**src/rtl/rx_frame_parser_pkg.sv**
```systemverilog
// Shared definitions for the frame receive/transmit path.
//   - state_t   : parser states; the first seven follow the on-wire field order
//                 (ID_1, ID_2, CNT_1, CNT_2, payload, CRC_1, CRC_2)
//   - field_t   : on-wire frame field order, for the transmit generator
//   - CRC_POLY  : reflected CRC-16/MODBUS polynomial
//   - CRC_INIT  : CRC seed at the start of each frame
package rx_frame_parser_pkg;

    typedef enum logic [2:0] {
        S_ID1   = 3'd0,
        S_ID2   = 3'd1,
        S_CNT1  = 3'd2,
        S_CNT2  = 3'd3,
        S_DATA  = 3'd4,
        S_CRC1  = 3'd5,
        S_CRC2  = 3'd6,
        S_CHECK = 3'd7
    } state_t;

    typedef enum logic [2:0] {
        FLD_ID1     = 3'd0,
        FLD_ID2     = 3'd1,
        FLD_CNT1    = 3'd2,
        FLD_CNT2    = 3'd3,
        FLD_PAYLOAD = 3'd4,
        FLD_CRC1    = 3'd5,
        FLD_CRC2    = 3'd6
    } field_t;

    localparam logic [15:0] CRC_POLY = 16'hA001;
    localparam logic [15:0] CRC_INIT = 16'hFFFF;

endpackage

```
**src/rtl/rx_frame_parser_crc16.sv**
```systemverilog
// crc16_modbus_byte: one-byte CRC-16/MODBUS update, purely combinational.
//   crc_in    [15:0] running CRC before this byte
//   data_byte [7:0]  byte to fold in (LSB first, reflected algorithm)
//   crc_out   [15:0] running CRC after this byte
module crc16_modbus_byte
    import rx_frame_parser_pkg::*;
(
    input  logic [15:0] crc_in,
    input  logic [7:0]  data_byte,
    output logic [15:0] crc_out
);

    logic [15:0] c;

    // NOTE: blocking assignments here are intentional: each loop iteration
    // must see the value produced by the previous one within the same evaluation.
    always_comb begin
        c = crc_in ^ {8'h00, data_byte};
        for (int i = 0; i < 8; i++) begin
            c = c[0] ? ((c >> 1) ^ CRC_POLY) : (c >> 1);
        end
        crc_out = c;
    end

endmodule

```
**src/rtl/rx_frame_parser.sv**
```systemverilog
// rx_frame_parser: recovers addressed command frames from a byte stream.
// Frame: ID_1 ID_2 CNT_1 CNT_2 payload[0..LEN-1] CRC_1 CRC_2, CRC-16/MODBUS
// over ID_1..last payload byte, CRC sent high byte first.
//   sys_clk       clock, rising edge
//   sys_rst       asynchronous active-low reset
//   rx_data       received byte, qualified by rx_data_flag
//   rx_data_flag  one-cycle pulse per received byte
//   cmd           payload byte 0 of the last valid frame (held)
//   cmd_flag      one-cycle pulse when cmd is updated
//   frame_err     one-cycle pulse on bad length, bad CRC or inter-byte timeout
module rx_frame_parser
    import rx_frame_parser_pkg::*;
#(
    parameter logic [15:0] DEV_ID      = 16'h0000,
    parameter int          MAX_LEN     = 8,
    parameter int          TIMEOUT_CYC = 50000
) (
    input  logic       sys_clk,
    input  logic       sys_rst,
    input  logic [7:0] rx_data,
    input  logic       rx_data_flag,
    output logic [7:0] cmd,
    output logic       cmd_flag,
    output logic       frame_err
);

    localparam int TMO_W = $clog2(TIMEOUT_CYC + 1);

    state_t           state, state_nxt;
    logic             cmd_flag_d, frame_err_d;
    logic [15:0]      crc_q, crc_rx, crc_in, crc_upd;
    logic [15:0]      len_q, byte_cnt;
    logic [7:0]       cnt_hi, shadow;
    logic [TMO_W-1:0] tmo_cnt;

    // S_CHECK doubles as an ID_1 hunting state so back-to-back frames are not lost.
    logic        hunt_state;
    logic        id1_hit;
    logic        tmo_hit;
    logic [15:0] len_now;

    assign hunt_state = (state == S_ID1) || (state == S_CHECK);
    assign id1_hit    = rx_data_flag && (rx_data == DEV_ID[15:8]);
    assign len_now    = {cnt_hi, rx_data};
    // Expires on the cycle the idle count would reach TIMEOUT_CYC; S_CHECK
    // is excluded so it always yields exactly one verdict pulse.
    assign tmo_hit    = (state != S_ID1) && (state != S_CHECK) && !rx_data_flag &&
                        (tmo_cnt == TMO_W'(TIMEOUT_CYC - 1));

    // A new frame restarts from the seed rather than the running value.
    assign crc_in = hunt_state ? CRC_INIT : crc_q;

    crc16_modbus_byte u_crc (
        .crc_in    (crc_in),
        .data_byte (rx_data),
        .crc_out   (crc_upd)
    );

    // NOTE: state, pulses and datapath registers use non-blocking assignments
    // so every flop samples pre-edge values regardless of process order.
    always_ff @(posedge sys_clk or negedge sys_rst) begin
        if (!sys_rst) begin
            state     <= S_ID1;
            cmd_flag  <= 1'b0;
            frame_err <= 1'b0;
        end else begin
            state     <= state_nxt;
            cmd_flag  <= cmd_flag_d;
            frame_err <= frame_err_d;
        end
    end

    // NOTE: every output of this block gets a default first so no path
    // leaves it unassigned and no latch is inferred.
    always_comb begin
        state_nxt   = state;
        cmd_flag_d  = 1'b0;
        frame_err_d = 1'b0;
        if (tmo_hit) begin
            state_nxt   = S_ID1;
            frame_err_d = 1'b1;
        end else begin
            case (state)
                S_ID1:  if (id1_hit) state_nxt = S_ID2;
                S_ID2:  if (rx_data_flag)
                            state_nxt = (rx_data == DEV_ID[7:0]) ? S_CNT1 : S_ID1;
                S_CNT1: if (rx_data_flag) state_nxt = S_CNT2;
                S_CNT2: if (rx_data_flag) begin
                            if (len_now == 16'd0 || len_now > 16'(MAX_LEN)) begin
                                state_nxt   = S_ID1;
                                frame_err_d = 1'b1;
                            end else begin
                                state_nxt = S_DATA;
                            end
                        end
                S_DATA: if (rx_data_flag && byte_cnt == len_q - 16'd1) state_nxt = S_CRC1;
                S_CRC1: if (rx_data_flag) state_nxt = S_CRC2;
                S_CRC2: if (rx_data_flag) state_nxt = S_CHECK;
                S_CHECK: begin
                    if (crc_rx == crc_q) cmd_flag_d  = 1'b1;
                    else                 frame_err_d = 1'b1;
                    state_nxt = id1_hit ? S_ID2 : S_ID1;
                end
                default: state_nxt = S_ID1;
            endcase
        end
    end

    always_ff @(posedge sys_clk or negedge sys_rst) begin
        if (!sys_rst) begin
            crc_q    <= CRC_INIT;
            crc_rx   <= '0;
            len_q    <= '0;
            byte_cnt <= '0;
            cnt_hi   <= '0;
            shadow   <= '0;
            cmd      <= '0;
            tmo_cnt  <= '0;
        end else begin
            if (hunt_state) begin
                if (id1_hit) crc_q <= crc_upd;
            end else if (rx_data_flag && (state == S_ID2 || state == S_CNT1 ||
                                          state == S_CNT2 || state == S_DATA)) begin
                crc_q <= crc_upd;
            end

            if (rx_data_flag) begin
                case (state)
                    S_CNT1: cnt_hi <= rx_data;
                    S_CNT2: begin
                        len_q    <= len_now;
                        byte_cnt <= '0;
                    end
                    S_DATA: begin
                        if (byte_cnt == 16'd0) shadow <= rx_data;
                        byte_cnt <= byte_cnt + 16'd1;
                    end
                    S_CRC1: crc_rx[15:8] <= rx_data;
                    S_CRC2: crc_rx[7:0]  <= rx_data;
                    default: ;
                endcase
            end

            if (cmd_flag_d) cmd <= shadow;

            if (rx_data_flag || state == S_ID1 || tmo_hit) tmo_cnt <= '0;
            else                                           tmo_cnt <= tmo_cnt + TMO_W'(1);
        end
    end

endmodule

```
**config.mk**
```make
export PLATFORM = sky130hd
export DESIGN_NAME = rx_frame_parser
export DESIGN_NICKNAME = d
export VERILOG_FILES = /design/src/rtl/rx_frame_parser_pkg.sv /design/src/rtl/rx_frame_parser_crc16.sv /design/src/rtl/rx_frame_parser.sv
export SDC_FILE = /design/constraint.sdc
export NUM_CORES = 1
export LEC_CHECK = 0
export CAP_MARGIN = 25
export CORE_ASPECT_RATIO = 1.25
export CORE_MARGIN = 2
export CORE_UTILIZATION = 57
export CTS_BUF_LIST = sky130_fd_sc_hd__clkbuf_8
export DETAILED_ROUTE_END_ITERATION = 6
export GPL_ROUTABILITY_DRIVEN = 0
export GPL_TIMING_DRIVEN = 0
export PLACE_DENSITY = 0.78
export SYNTH_ARGS = -nofsm -noshare
export SYNTH_HDL_FRONTEND = slang
export SYNTH_SLANG_ARGS = --single-unit
```
**constraint.sdc**
```tcl
create_clock -name sys_clk -period 2.15 [get_ports sys_clk]
set_input_delay 0.43 -clock sys_clk [delete_from_list [all_inputs] [get_ports sys_clk]]
set_output_delay 0.43 -clock sys_clk [all_outputs]
set_load 0.02 [all_outputs]
```
==> After elaboration in Yosys (flattened, before gate mapping) <==
Cells that the tools add are included.
{ "word_totals": {"output_inout_bits": 10, "wordCells": 107, "in_bits": 11, "ff_bits": 109} }
{ "classes": {"bitwise": 9, "add_sub_neg": 3, "n_lt_le_gt_ge": 1, "n_reduce_logical": 29, "n_eq_ne": 19, "mux": 34} }
{ "ops": {"columns": ["op", "count"], "rows": [
  ["2-to-1 mux 16 bit", 13],
  ["adder 16 x 1 -> 16 bit, second input constant", 2],
  ["== test 16 bit", 2],
  ["zero test 16 bit", 2],
  ["case mux 16 bit (2 select lines)", 1],
  ["2-to-1 mux 3 bit", 9],
  ["inequality test 3 bit, second input constant", 8],
  ["inverter 2 -> 3 bit", 8],
  ["case mux 3 bit (8 select lines)", 1],
  ["== test 16 bit, second input constant", 1],
  ["> comparator 16 x 4 -> 1 bit, second input constant", 1],
  ["subtractor 16 x 1 -> 16 bit, second input constant", 1],
  ["XOR 16 x 8 -> 16 bit", 1],
  ["== test 3 bit, second input constant", 4],
  ["AND reduction 2 bit", 6],
  ["zero test 8 bit", 1],
  ["2-to-1 mux 1 bit", 8],
  ["logical OR 1 bit", 7],
  ["AND reduction 7 bit", 1],
  ["== test 3 x 2 -> 1 bit, second input constant", 2],
  ["logical AND 1 bit", 6],
  ["nonzero test 2 bit", 2],
  ["== test 3 x 1 -> 1 bit, second input constant", 1],
  ["zero test 3 bit", 1],
  ["6 further kinds", 6]
]} }

==> Depth between registers and ports, before layout <==
Gate-level depths: netlist of run 1.
{ "depth": {"depth_word": 22, "ltp_mapped": 9, "mapped_depth_nobuf": 9} }

==> Modules after synthesis <==
A second synthesis of run 1 with hierarchy kept.
{ "unflattened": {"hier_cells": 550, "hier_area_um2": 5818.1} }
{ "by_module_without_submodules": {"columns": ["module", "cells_each", "area_each_um2", "seq_area_each_um2", "instances"], "rows": [
  ["rx_frame_parser", 522, 5524.0, 2747.6, 1],
  ["crc16_modbus_byte", 28, 294.0, 0.0, 1]
]} }

==> Worst setup path before layout of run 1 <==
OpenSTA, ideal clock, no wires.
{ "synth_path": {"kind": "register to register", "startpoint": "register len_q[0]", "endpoint": "register state[0]", "t_required_ps": 2068, "slack_ps": -113, "synth_period_minus_slack_ps": 2263, "stages_incl_launch_ff": 10, "n_path_buf": 1, "t_arrival_ps": 2182, "setup_ps": 82, "cell_sequence": "dfrtp_1 -> inv_1 -> ha_1 -> clkbuf_1 -> nor2_1 -> or4_1 -> nor4_2 -> o2111a_1 -> nand3b_1 -> a31oi_1"} }
{ "synth_between": {"elab_chain_cells": 5} }
{ "synth_lines": {"columns": ["element", "line_no", "rtl"], "rows": [
  ["start, declared", "rx_frame_parser.sv:32", "logic [15:0] len_q, byte_cnt;"],
  ["start signal, assigned", "rx_frame_parser.sv:131", "len_q <= len_now;"],
  ["subtractor 16 x 1 -> 16 bit", "rx_frame_parser.sv:96", "S_DATA: if (rx_data_flag && byte_cnt == len_q - 16'd1) state_nxt = S_CRC1;"],
  ["== test 16 bit", "rx_frame_parser.sv:96", null],
  ["logical AND 1 bit", "rx_frame_parser.sv:96", null],
  ["inequality test 3 bit (no source line)", null, null],
  ["AND reduction 7 bit (no source line)", null, null],
  ["end signal, assigned", "rx_frame_parser.sv:67", "state <= state_nxt;"],
  ["end, declared", "rx_frame_parser.sv:29", "state_t state, state_nxt;"]
]} }
No other way between the ends.
A chain may end at the register's enable or synchronous reset.

==> Worst setup path after layout of run 1 <==
{ "layout_path": {"startpoint": "register len_q[5]", "endpoint": "register state[2]"} }
Same word-level chain as after synthesis.

==> impl_results.rst, run 1 <==
.. list-table::
   :header-rows: 1

   * - Metric
     - Value
   * - Clock sinks
     - 109
   * - Worst clock skew
     - 0.00741 ns
   * - Gate Count Post-Synth
     - 584
   * - Final setup viols
     - 4
   * - Global-route wire length before repair
     - 22700 microns
   * - Yosys cell types
     - 59
   * - IO Pins
     - 21
   * - Antenna viol nets, final
     - 0
   * - Max-slew headroom
     - 59.3%
   * - Post-DP HPWL
     - 9220 microns
   * - Via Count
     - 4449
   * - Dominant synthesized flop cell
     - sky130_fd_sc_hd__dfrtp_1
   * - Status
     - finished with violations
   * - GR Overflow Total
     - 0
   * - Fill cells
     - 729
   * - Max FO, Critical Path
     - 5
   * - Global Route Usage Sum
     - 26.1%
   * - Post-synthesis cell area
     - 0.00590 sq mm
   * - Psw
     - 1.38 mW
   * - Hold bufs inserted after CTS
     - 0
   * - Number of warnings printed during yosys synthesis
     - 0
   * - Share of cells above drive strength 1
     - 25.0%
   * - Via count of the first global-routing pass
     - 4648
   * - Pwr/cell area
     - 683 mW/mm^2
   * - Area occupied by registers
     - 0.00275 sq mm
   * - DIE AREA
     - 0.0112 sq mm
   * - Per-cell routed wire length
     - 17.9 microns
   * - Top-area cell type share of the netlist area
     - 39.4%
   * - Port buffer count
     - 12
   * - Drc violations
     - 0
   * - Cell chosen for the clock root
     - sky130_fd_sc_hd__clkbuf_8
   * - Final clock period utilization by the worst path
     - 110%
   * - Internal power contribution
     - 3.24 mW
   * - Final Worst Setup Slack
     - -0.213 ns
   * - Clock tree from TritonCTS
     - done
   * - Number of antenna violations at the first check in global routing
     - 0
   * - Fraction of registers with async set or reset after synthesis
     - 100%
   * - Post-DR vias/cell
     - 5.87
   * - Routed WL
     - 13600 microns
   * - Floorplan Core Area
     - 0.0101 sq mm
   * - Largest area contributor in the netlist
     - sky130_fd_sc_hd__dfrtp_1
   * - Tightest Hold Check Type
     - input port to async pin
   * - Critical register-to-register path startpoint
     - len_q[5]
   * - Clock Path Buffers
     - 2
   * - Maximum number of pins on one net before global-route repair
     - 64
   * - CP Data Arrival Time
     - 2.66 ns
   * - Clock-pin slew reported for the worst setup and hold paths after clock tree synthesis
     - 0.10 ns
   * - Final min period
     - 2.36 ns
   * - Part of the power in registers
     - 54.4%
   * - Transition time at the pin with the least slew margin
     - 0.611 ns
   * - Share of total power consumed by net switching
     - 29.9%
   * - Crit. End Element
     - register
   * - Count leader, synth
     - sky130_fd_sc_hd__dfrtp_1
   * - R2R setup slack
     - -0.21 ns
   * - Count of final hold-check violations
     - 0
   * - Fraction of power consumed by the clock network
     - 26.2%
   * - Reg-to-reg critical path endpoint
     - state[2]
   * - Clock network latency to the later pin of the worst-skew pair
     - 0.38 ns
   * - Logic pwr share
     - 19.4%
   * - Avg Inst Size Synth
     - 10.1 sq um
   * - Number of max-cap violations
     - 0
   * - Post-Synthesis Net Count
     - 599
   * - Standby leakage power
     - 3.06 nW
   * - Number of levels in the clock H-tree
     - 3
   * - Power, Total
     - 4.62 mW
   * - Detailed Route Iter0 Violations
     - 307
   * - Drt first pass iters
     - 4
   * - Maximum ir drop on the vdd rail
     - 0.501 mV
   * - Largest cells by area after synthesis
     - sky130_fd_sc_hd__dfrtp_1, sky130_fd_sc_hd__mux2_2, sky130_fd_sc_hd__dfstp_2
   * - Leading post-synthesis cells by instance count
     - sky130_fd_sc_hd__dfrtp_1, sky130_fd_sc_hd__nor2_1, sky130_fd_sc_hd__nand2_1
   * - Number of pins exceeding their max-slew limit in the final report
     - 0
   * - Multi-input gate area
     - 0.00316 sq mm
   * - Number of flops mapped to enable cells by yosys
     - 0
   * - Net count reported at finish
     - 639
   * - Data required time of the worst path
     - 2.45 ns
   * - Depth of the most critical reg-to-reg path
     - 7
   * - Sort of element at the start of the critical path
     - register
   * - Area Growth Syn to Fin
     - 14.6%
   * - Violations in the final reports
     - setup timing
   * - Row count
     - 41
   * - Starting Density
     - 58.4%
   * - Number of buffers added by the clock tree synthesis step
     - 9
   * - Die boundary width
     - 95.0 microns
   * - Flip-flop and latch count after synthesis
     - 109
   * - Die outline height
     - 118 microns
   * - Utilization after layout
     - 66.9%
   * - Setup CP Type
     - register to register
   * - Fmax
     - 423 MHz
   * - Seq/Total Area, Yosys
     - 46.6%
   * - Setup repair after global routing missed its margin
     - yes
   * - # diodes
     - 0
metrics by stage:
step | setup TNS [ns] | std cells | hold slack, ns | instance area (sq um) | setup slack, ns
global placement | -374.36 | 725 | 0.444 | 6210 | -3.35
detailed placement | -35.07 | 726 | 0.457 | 6240 | -0.876
CTS | -0.385 | 755 | 0.0627 | 6650 | -0.162
finish | -0.524 | 758 | 0.0500 | 6760 | -0.213
floorplan | -0.0695 | 584 | 0.134 | 5930 | -0.0566
global route | -1.14 | 758 | 0.102 | 6760 | -0.293
how the worst max path moves through the flow:
| stage | startpoint | to | slack [ns] | cells past startpoint |
|---|---|---|---|---|
| 5_1_grt | len_q[1] | state[2] | -0.29 | 9 |
| 6_report | len_q[5] | state[2] | -0.21 | 7 |
| 4_1_cts | len_q[5] | state[0] | -0.16 | 7 |
| 3_5_place_dp | rx_data_flag | shadow[5] | -0.88 | 6 |
| 2_1_floorplan | len_q[0] | state[0] | -0.06 | 9 |
| 3_3_place_gp | sys_rst | shadow[2] | -3.35 | 1 |
power by group through the flow:
stage	registers [mW]	logic, mW	clock network, mW
finish	2.52	0.895	1.21
global route	2.54	0.990	1.31
CTS	2.51	0.875	1.23
detailed placement	2.55	0.806	0
global placement	2.54	0.772	0
floorplan	2.50	0.631	0
cell families (layout without fill, tap and decap cells):
family | count (synthesis) | after routing | share of synthesized area, %
adder cells (fa/ha/maj) | 4 | 4 | 0.848
buffers and inverters | 42 | 87 | 2.97
AO/OA/AOI/OAI | 49 | 49 | 5.22
multiplexers | 52 | 52 | 9.86
AND/OR/NAND/NOR | 240 | 240 | 20.7
XOR/XNOR | 88 | 88 | 13.9
flip-flops | 109 | 109 | 46.6
layer usage:
metal	routed length [microns]	up-vias	GRT usage (%)
li1	-	2085	-
met1	5430	2207	31.4
met2	7050	114	43.8
met3	487	43	4.61
met4	581	0	13.7
met5	0	-	0
registers in the layout (all words and copies together), names as in the netlist:
register,cells
frame_err,1
crc_q,16
cmd_flag,1
cnt_hi,8
state,3
shadow,8
len_q,16
byte_cnt,16
cmd,8
tmo_cnt,16
crc_rx,16
cell usage in the layout (no fill, tap or decap), types with 4 or more instances in the layout:
cell type	n
sky130_fd_sc_hd__a21oi_1	15
sky130_fd_sc_hd__and2_1	4
sky130_fd_sc_hd__and3_1	10
sky130_fd_sc_hd__buf_2	6
sky130_fd_sc_hd__buf_4	24
sky130_fd_sc_hd__clkbuf_1	11
sky130_fd_sc_hd__clkbuf_2	4
sky130_fd_sc_hd__clkbuf_8	11
sky130_fd_sc_hd__clkdlybuf4s50_1	10
sky130_fd_sc_hd__dfrtp_1	90
sky130_fd_sc_hd__dfstp_2	16
sky130_fd_sc_hd__inv_1	9
sky130_fd_sc_hd__inv_6	4
sky130_fd_sc_hd__mux2_2	48
sky130_fd_sc_hd__nand2_1	64
sky130_fd_sc_hd__nand2b_1	4
sky130_fd_sc_hd__nand3_1	20
sky130_fd_sc_hd__nand4_1	11
sky130_fd_sc_hd__nor2_1	68
sky130_fd_sc_hd__nor4_1	11
sky130_fd_sc_hd__o21ai_0	13
sky130_fd_sc_hd__or3_1	5
sky130_fd_sc_hd__or4_1	5
sky130_fd_sc_hd__xnor2_1	33
sky130_fd_sc_hd__xnor2_2	5
sky130_fd_sc_hd__xor2_1	48
worst max-delay path, stage by stage, from the launching register on:
cell	delay (ns)
sky130_fd_sc_hd__dfrtp_2	0.44
sky130_fd_sc_hd__nor4_4	0.41
sky130_fd_sc_hd__a21oi_1	0.06
sky130_fd_sc_hd__or4_1	0.53
sky130_fd_sc_hd__nor4_2	0.27
sky130_fd_sc_hd__o2111a_2	0.27
sky130_fd_sc_hd__a21oi_1	0.10
sky130_fd_sc_hd__o21ai_2	0.19
final cells by class:
cell class | instances | share of cell area [%]
clock buffers | 10 | 2.03
flip-flops and latches | 109 | 40.7
repair buffers | 34 | 4.70
well taps | 129 | 2.39
inverters | 9 | 0.499
multi-input cells | 433 | 46.7
clock inverters | 6 | 0.777
plain buffers | 28 | 2.22
repair_timing:
item	CTS	global route
setup buffers	16	5
resized for setup	29	23
pin swaps	16	5
endpoints found under the setup margin	48	55
Power figures use the tool's default switching activity.
==> run 2, diff against run 1 <==
SETUP_SLACK_MARGIN = 0.15   (was default)
==> impl_results.rst, run 2 (synthesis results as in run 1) <==
.. list-table::
   :header-rows: 1

   * - Metric
     - Value
   * - Status
     - finished with violations
   * - Violations in the final reports
     - setup timing
   * - Clock network latency to the later pin of the worst-skew pair
     - 0.40 ns (+0.02 ns)
   * - Number of buffers added by the clock tree synthesis step
     - 9 (unchanged)
   * - Global Route Usage Sum
     - 27.9% (+1.9 points)
   * - CP Data Arrival Time
     - 2.64 ns (-0.02 ns)
   * - Transition time at the pin with the least slew margin
     - 0.628 ns (+0.0176 ns)
   * - Standby leakage power
     - 3.31 nW (+8.1%)
   * - Row count
     - 41 (unchanged)
   * - CP bufs+invs
     - 2 (+2)
   * - Tightest Hold Check Type
     - input port to async pin
   * - Maximum number of pins on one net before global-route repair
     - 64 (unchanged)
   * - Number of max-cap violations
     - 0 (unchanged)
   * - Net count reported at finish
     - 672 (+5.2%)
   * - Reg-to-reg critical path endpoint
     - state[0]
   * - Top delay family on crit path
     - compound AO/OA/AOI/OAI gates
   * - DIE AREA
     - 0.0112 sq mm (unchanged)
   * - Total stage count of the critical path
     - 9 (+2)
   * - Cells along the critical path
     - nor4_4, buf_4, buf_6, nand4b_1, mux2_4, a2bb2oi_2, o2111a_2, a21bo_1, a31oi_1
   * - Fill cells
     - 647 (-11%)
   * - Fin Hold WS
     - 0.0282 ns (-0.0217 ns)
   * - Per-cell routed wire length
     - 20.3 microns (+14%)
   * - Routed WL
     - 16100 microns (+19%)
   * - Setup repair after global routing missed its margin
     - yes
   * - Global-route wire length before repair
     - 24300 microns (+6.9%)
   * - Number of antenna violations at the first check in global routing
     - 0 (unchanged)
   * - Number of pins exceeding their max-slew limit in the final report
     - 0 (unchanged)
   * - GR Overflow Total
     - 0 (unchanged)
   * - Number of levels in the clock H-tree
     - 3 (unchanged)
   * - Crit. End Element
     - register
   * - IO Pins
     - 21 (unchanged)
   * - Die outline height
     - 118 microns (unchanged)
   * - Sort of element at the start of the critical path
     - register
   * - Post-DR vias/cell
     - 6.10 (+3.9%)
   * - Maximum ir drop on the vdd rail
     - 0.768 mV (+53%)
   * - Clock tree from TritonCTS
     - done
   * - Final Worst Setup Slack
     - -0.172 ns (+0.0412 ns)
   * - Cell chosen for the clock root
     - sky130_fd_sc_hd__clkbuf_8
   * - Count of final hold-check violations
     - 0 (unchanged)
   * - Setup CP Type
     - register to register
   * - Clock-pin slew reported for the worst setup and hold paths after clock tree synthesis
     - 0.12 ns (+0.02 ns)
   * - Area Growth Syn to Fin
     - 26.7%
   * - Max FO, Critical Path
     - 5 (unchanged)
   * - Worst clock skew
     - 0.0114 ns (+0.00404 ns)
   * - Utilization after layout
     - 74.0% (+7.1 points)
   * - Final clock period utilization by the worst path
     - 108% (-1.9 points)
   * - Floorplan Core Area
     - 0.0101 sq mm (unchanged)
   * - Post-Place Worst Slack
     - -0.648 ns (+0.228 ns)
   * - Leading cell type in the layout, fill and taps excluded
     - sky130_fd_sc_hd__dfrtp_1
   * - Data required time of the worst path
     - 2.47 ns (+0.02 ns)
   * - # diodes
     - 0 (unchanged)
   * - Final min period
     - 2.32 ns (-0.0412 ns)
   * - Detailed Route Iter0 Violations
     - 341 (+11%)
   * - Area of placed instances
     - 0.00627 sq mm (+0.44%)
   * - Port buffer count
     - 12 (unchanged)
   * - Critical path launch point
     - len_q[2]
   * - R2R setup slack
     - -0.17 ns (+0.04 ns)
   * - Drc violations
     - 0 (unchanged)
   * - Critical register-to-register path startpoint
     - len_q[2]
   * - Clock sinks
     - 109 (unchanged)
   * - Share of cells above drive strength 1
     - 36.9% (+12 points)
   * - Hold bufs inserted after CTS
     - 0 (unchanged)
   * - Max-slew headroom
     - 58.1% (-1.2 points)
   * - Worst path max stage delay
     - 0.45 ns (-0.08 ns)
   * - Via Count
     - 4822 (+8.4%)
   * - Final setup viols
     - 3 (-1)
   * - Highest-count cells in the layout ignoring fill and taps
     - sky130_fd_sc_hd__dfrtp_1, sky130_fd_sc_hd__nand2_1, sky130_fd_sc_hd__nor2_1
   * - Post-DP HPWL
     - 9260 microns (+0.35%)
   * - Final std cell area, no fill
     - 0.00748 sq mm (+11%)
   * - Slowest cell on the critical path
     - sky130_fd_sc_hd__dfrtp_2
   * - Via count of the first global-routing pass
     - 4883 (+5.1%)
   * - Depth of the most critical reg-to-reg path
     - 9 (+2)
   * - Pwr/cell area
     - 662 mW/mm^2 (-3.1%)
   * - Power, Total
     - 4.95 mW (+7.1%)
   * - Drt first pass iters
     - 5 (+1)
   * - Die boundary width
     - 95.0 microns (unchanged)
   * - Antenna viol nets, final
     - 0 (unchanged)
   * - Fmax
     - 431 MHz (+1.8%)
   * - Starting Density
     - 58.4% (unchanged)
   * - Clock Path Buffers
     - 2 (unchanged)
run 2: cell count changes in the layout (fill, tap and decap cells not counted), sizes merged:
cell,before,now
inv,13,11
clkinv,2,4
clkbuf,26,23
buf,35,70
clkinvlp,0,1
run 2: cell type report:
| class | instances | area (sq um) | area share, % |
|---|---|---|---|
| inverter | 9 | 33.8 | 0.452 |
| sequential | 109 | 2760 | 36.9 |
| timing repair buffer | 62 | 571 | 7.63 |
| clock inverter | 7 | 70.1 | 0.937 |
| clock buffer | 9 | 124 | 1.66 |
| buffer | 33 | 274 | 3.66 |
| tap | 129 | 161 | 2.16 |
| multi-input combinational | 433 | 3480 | 46.6 |
run 2: worst max-delay path by stage:
stage | endpoint | slack [ns]
final | state[0] | -0.17
after global routing | state[0] | -0.29
after CTS | state[0] | -0.13
after detailed placement | byte_cnt[15] | -0.65
after global placement | cmd[0] | -3.30
after floorplan | state[0] | -0.06
run 2: power breakdown:
part	switching [mW]	internal [mW]
registers	0.230	2.32
logic	0.589	0.571
clock network	0.794	0.450
total	1.61	3.34
run 2: per-layer routing:
metal	vias to the layer above	routed length, microns	track usage (%)
met2	183	8590	47.0
li1	2151	-	-
met1	2426	6060	33.8
met3	62	661	4.61
met4	0	773	14.9
met5	-	0	0
run 2: what timing repair did:
action / CTS / global route
resized for setup: 84 / 88
cloned: 0 / 1
setup buffers: 33 / 15
setup endpoints to repair: 70 / 73
pin swaps: 28 / 34
run 2: metrics by stage:
step | cells | TNS (ns)
2_1_floorplan | 584 | -0.0745
5_1_grt | 791 | -1.23
6_report | 791 | -0.407
4_1_cts | 775 | -0.256
3_3_place_gp | 725 | -362.98
3_5_place_dp | 726 | -27.99
==> run 3, diff against run 2 <==
CORE_UTILIZATION = 55   (was 57)
GPL_ROUTABILITY_DRIVEN = default   (was 0)
PLACE_DENSITY = 0.76   (was 0.78)
==> impl_results.rst, run 3 (synthesis results as in run 1) <==
.. list-table::
   :header-rows: 1

   * - Metric
     - Value
   * - Cell chosen for the clock root
     - sky130_fd_sc_hd__clkbuf_8
   * - Die outline height
     - 120 microns (+1.7%)
   * - Floorplan Core Area
     - 0.0105 sq mm (+4.0%)
   * - Number of antenna violations at the first check in global routing
     - 0 (unchanged)
   * - Post-DR vias/cell
     - 5.86 (-3.9%)
   * - # diodes
     - 0 (unchanged)
   * - Hold bufs inserted after CTS
     - 0 (unchanged)
   * - Setup CP Type
     - register to register
   * - Share of total power consumed by net switching
     - 30.9% (-1.6 points)
   * - Fmax
     - 423 MHz (-1.8%)
   * - Number of levels in the clock H-tree
     - 3 (unchanged)
   * - Part of the power in registers
     - 53.4% (+1.9 points)
   * - Pwr/cell area
     - 668 mW/mm^2 (+0.89%)
   * - Number of buffers added by the clock tree synthesis step
     - 9 (unchanged)
   * - Final Worst Setup Slack
     - -0.215 ns (-0.0428 ns)
   * - Drc violations
     - 0 (unchanged)
   * - Worst clock skew
     - 0.0224 ns (+0.0109 ns)
   * - Detailed Route Iter0 Violations
     - 239 (-30%)
   * - Global-route wire length before repair
     - 23100 microns (-4.7%)
   * - Final clock period utilization by the worst path
     - 110% (+2.0 points)
   * - Post-Place Worst Slack
     - -0.678 ns (-0.0306 ns)
   * - CP Data Arrival Time
     - 2.67 ns (+0.03 ns)
   * - Via count of the first global-routing pass
     - 4692 (-3.9%)
   * - Final min period
     - 2.36 ns (+0.0428 ns)
   * - Final setup viols
     - 4 (+1)
   * - Leading cell type in the layout, fill and taps excluded
     - sky130_fd_sc_hd__dfrtp_1
   * - Antenna viol nets, final
     - 0 (unchanged)
   * - Clock tree from TritonCTS
     - done
   * - Share of cells above drive strength 1
     - 28.9% (-7.9 points)
   * - Routed WL
     - 14200 microns (-11%)
   * - DIE AREA
     - 0.0116 sq mm (+3.5%)
   * - Internal power contribution
     - 3.26 mW (-2.5%)
   * - Max FO, Critical Path
     - 4 (-1)
   * - IO Pins
     - 21 (unchanged)
   * - Global Route Usage Sum
     - 24.9% (-3.0 points)
   * - Tightest Hold Check Type
     - input port to async pin
   * - Net count reported at finish
     - 653 (-2.8%)
   * - Clock Path Buffers
     - 2 (unchanged)
   * - Psw
     - 1.46 mW (-9.5%)
   * - Setup repair after global routing missed its margin
     - yes
   * - Crit. End Element
     - register
   * - Port buffer count
     - 12 (unchanged)
   * - Die boundary width
     - 96.7 microns (+1.7%)
   * - Power, Total
     - 4.71 mW (-4.8%)
   * - Sort of element at the start of the critical path
     - register
   * - Area Growth Syn to Fin
     - 19.6%
   * - Fill cells
     - 785 (+21%)
   * - Starting Density
     - 56.2% (-2.2 points)
   * - Status
     - finished with violations
   * - Count of final hold-check violations
     - 0 (unchanged)
   * - Violations in the final reports
     - setup timing
   * - Aggregate negative setup slack
     - -0.536 ns (-0.129 ns)
   * - Data required time of the worst path
     - 2.46 ns (about the same)
   * - Logic pwr share
     - 19.3% (-4.1 points)
   * - Maximum number of pins on one net before global-route repair
     - 64 (unchanged)
   * - Number of pins exceeding their max-slew limit in the final report
     - 0 (unchanged)
   * - Post-DP HPWL
     - 9240 microns (-0.19%)
   * - Per-cell routed wire length
     - 18.4 microns (-9.6%)
   * - Max-slew headroom
     - 58.3% (+0.22 points)
   * - Row count
     - 42 (+2.4%)
   * - Via Count
     - 4541 (-5.8%)
   * - Clock-pin slew reported for the worst setup and hold paths after clock tree synthesis
     - 0.11 ns (about the same)
   * - Highest-count cells in the layout ignoring fill and taps
     - sky130_fd_sc_hd__dfrtp_1, sky130_fd_sc_hd__nor2_1, sky130_fd_sc_hd__nand2_1
   * - Clock network latency to the later pin of the worst-skew pair
     - 0.39 ns (about the same)
   * - Drt first pass iters
     - 5 (unchanged)
   * - Number of max-cap violations
     - 0 (unchanged)
   * - Transition time at the pin with the least slew margin
     - 0.625 ns (-0.00336 ns)
   * - GR Overflow Total
     - 0 (unchanged)
   * - Global placement routability congestion
     - 0.902
   * - Standby leakage power
     - 3.20 nW (-3.4%)
   * - Depth of the most critical reg-to-reg path
     - 9 (unchanged)
   * - Clock sinks
     - 109 (unchanged)
   * - Maximum ir drop on the vdd rail
     - 0.534 mV (-30%)
   * - Fraction of power consumed by the clock network
     - 27.3% (+2.2 points)
-- run 3: path summary, 6_finish.rpt --
kind	from	end	slack [ns]
worst max register to register	len_q[3]	state[0]	-0.21
min in group sys_clk	rx_data[3]	len_q[3]	0.39
worst min-delay path	sys_rst	byte_cnt[9]	0.05
max in group asynchronous	sys_rst	crc_q[3]	1.32
worst min register to register	tmo_cnt[0]	tmo_cnt[0]	0.47
worst max-delay path	len_q[3]	state[0]	-0.21
-- run 3: timing repair --
action                                  in CTS  in global routing
resized for setup                           59                 38
setup buffers                               26                  3
endpoints found under the setup margin      74                 63
cloned                                       0                  1
pin swaps                                   23                 22
hold endpoints to repair                     0                  0
-- run 3: metal layers --
layer	GRT usage (%)	vias to the layer above	routed length, microns
li1	-	2104	-
met1	29.9	2258	5700
met2	43.3	131	7450
met3	3.90	48	519
met4	13.1	0	570
met5	0	-	0
-- run 3: per-stage QoR --
| step | hold WS, ns | instances | util (%) | cell area [sq um] |
|---|---|---|---|---|
| global placement | 0.438 | 728 | 59.4 | 6240 |
| global route | 0.0824 | 775 | 67.1 | 7060 |
| floorplan | 0.134 | 584 | - | 5960 |
| CTS | 0.0645 | 771 | 65.5 | 6880 |
| finish | 0.0525 | 775 | 67.1 | 7060 |
| detailed placement | 0.452 | 729 | 59.7 | 6270 |
-- run 3: critical path, stage by stage (launching register included) --
cell,delay [ns]
sky130_fd_sc_hd__dfrtp_2,0.44
sky130_fd_sc_hd__nor4_4,0.38
sky130_fd_sc_hd__buf_12,0.15
sky130_fd_sc_hd__buf_4,0.10
sky130_fd_sc_hd__nand4_1,0.15
sky130_fd_sc_hd__xnor2_2,0.21
sky130_fd_sc_hd__nor4_4,0.32
sky130_fd_sc_hd__o2111a_2,0.27
sky130_fd_sc_hd__nand3b_1,0.09
sky130_fd_sc_hd__a31oi_1,0.19
-- run 3: area by class of cell --
class | instances | area (sq um) | share of cell area [%]
Buffer | 33 | 213 | 3.01
Clock buffer | 9 | 124 | 1.76
Clock inverter | 7 | 88.8 | 1.26
Inverter | 9 | 33.8 | 0.479
Multi-Input combinational cell | 433 | 3270 | 46.4
Sequential cell | 109 | 2760 | 39.1
Tap cell | 132 | 165 | 2.34
Timing Repair Buffer | 43 | 403 | 5.71
-- run 3: power by group through the flow --
stage / logic, mW / registers (mW) / clock network (mW)
finish: 0.911 / 2.52 / 1.29
global route: 0.993 / 2.55 / 1.38
CTS: 0.890 / 2.51 / 1.30
detailed placement: 0.810 / 2.56 / 0
global placement: 0.781 / 2.55 / 0
floorplan: 0.644 / 2.50 / 0
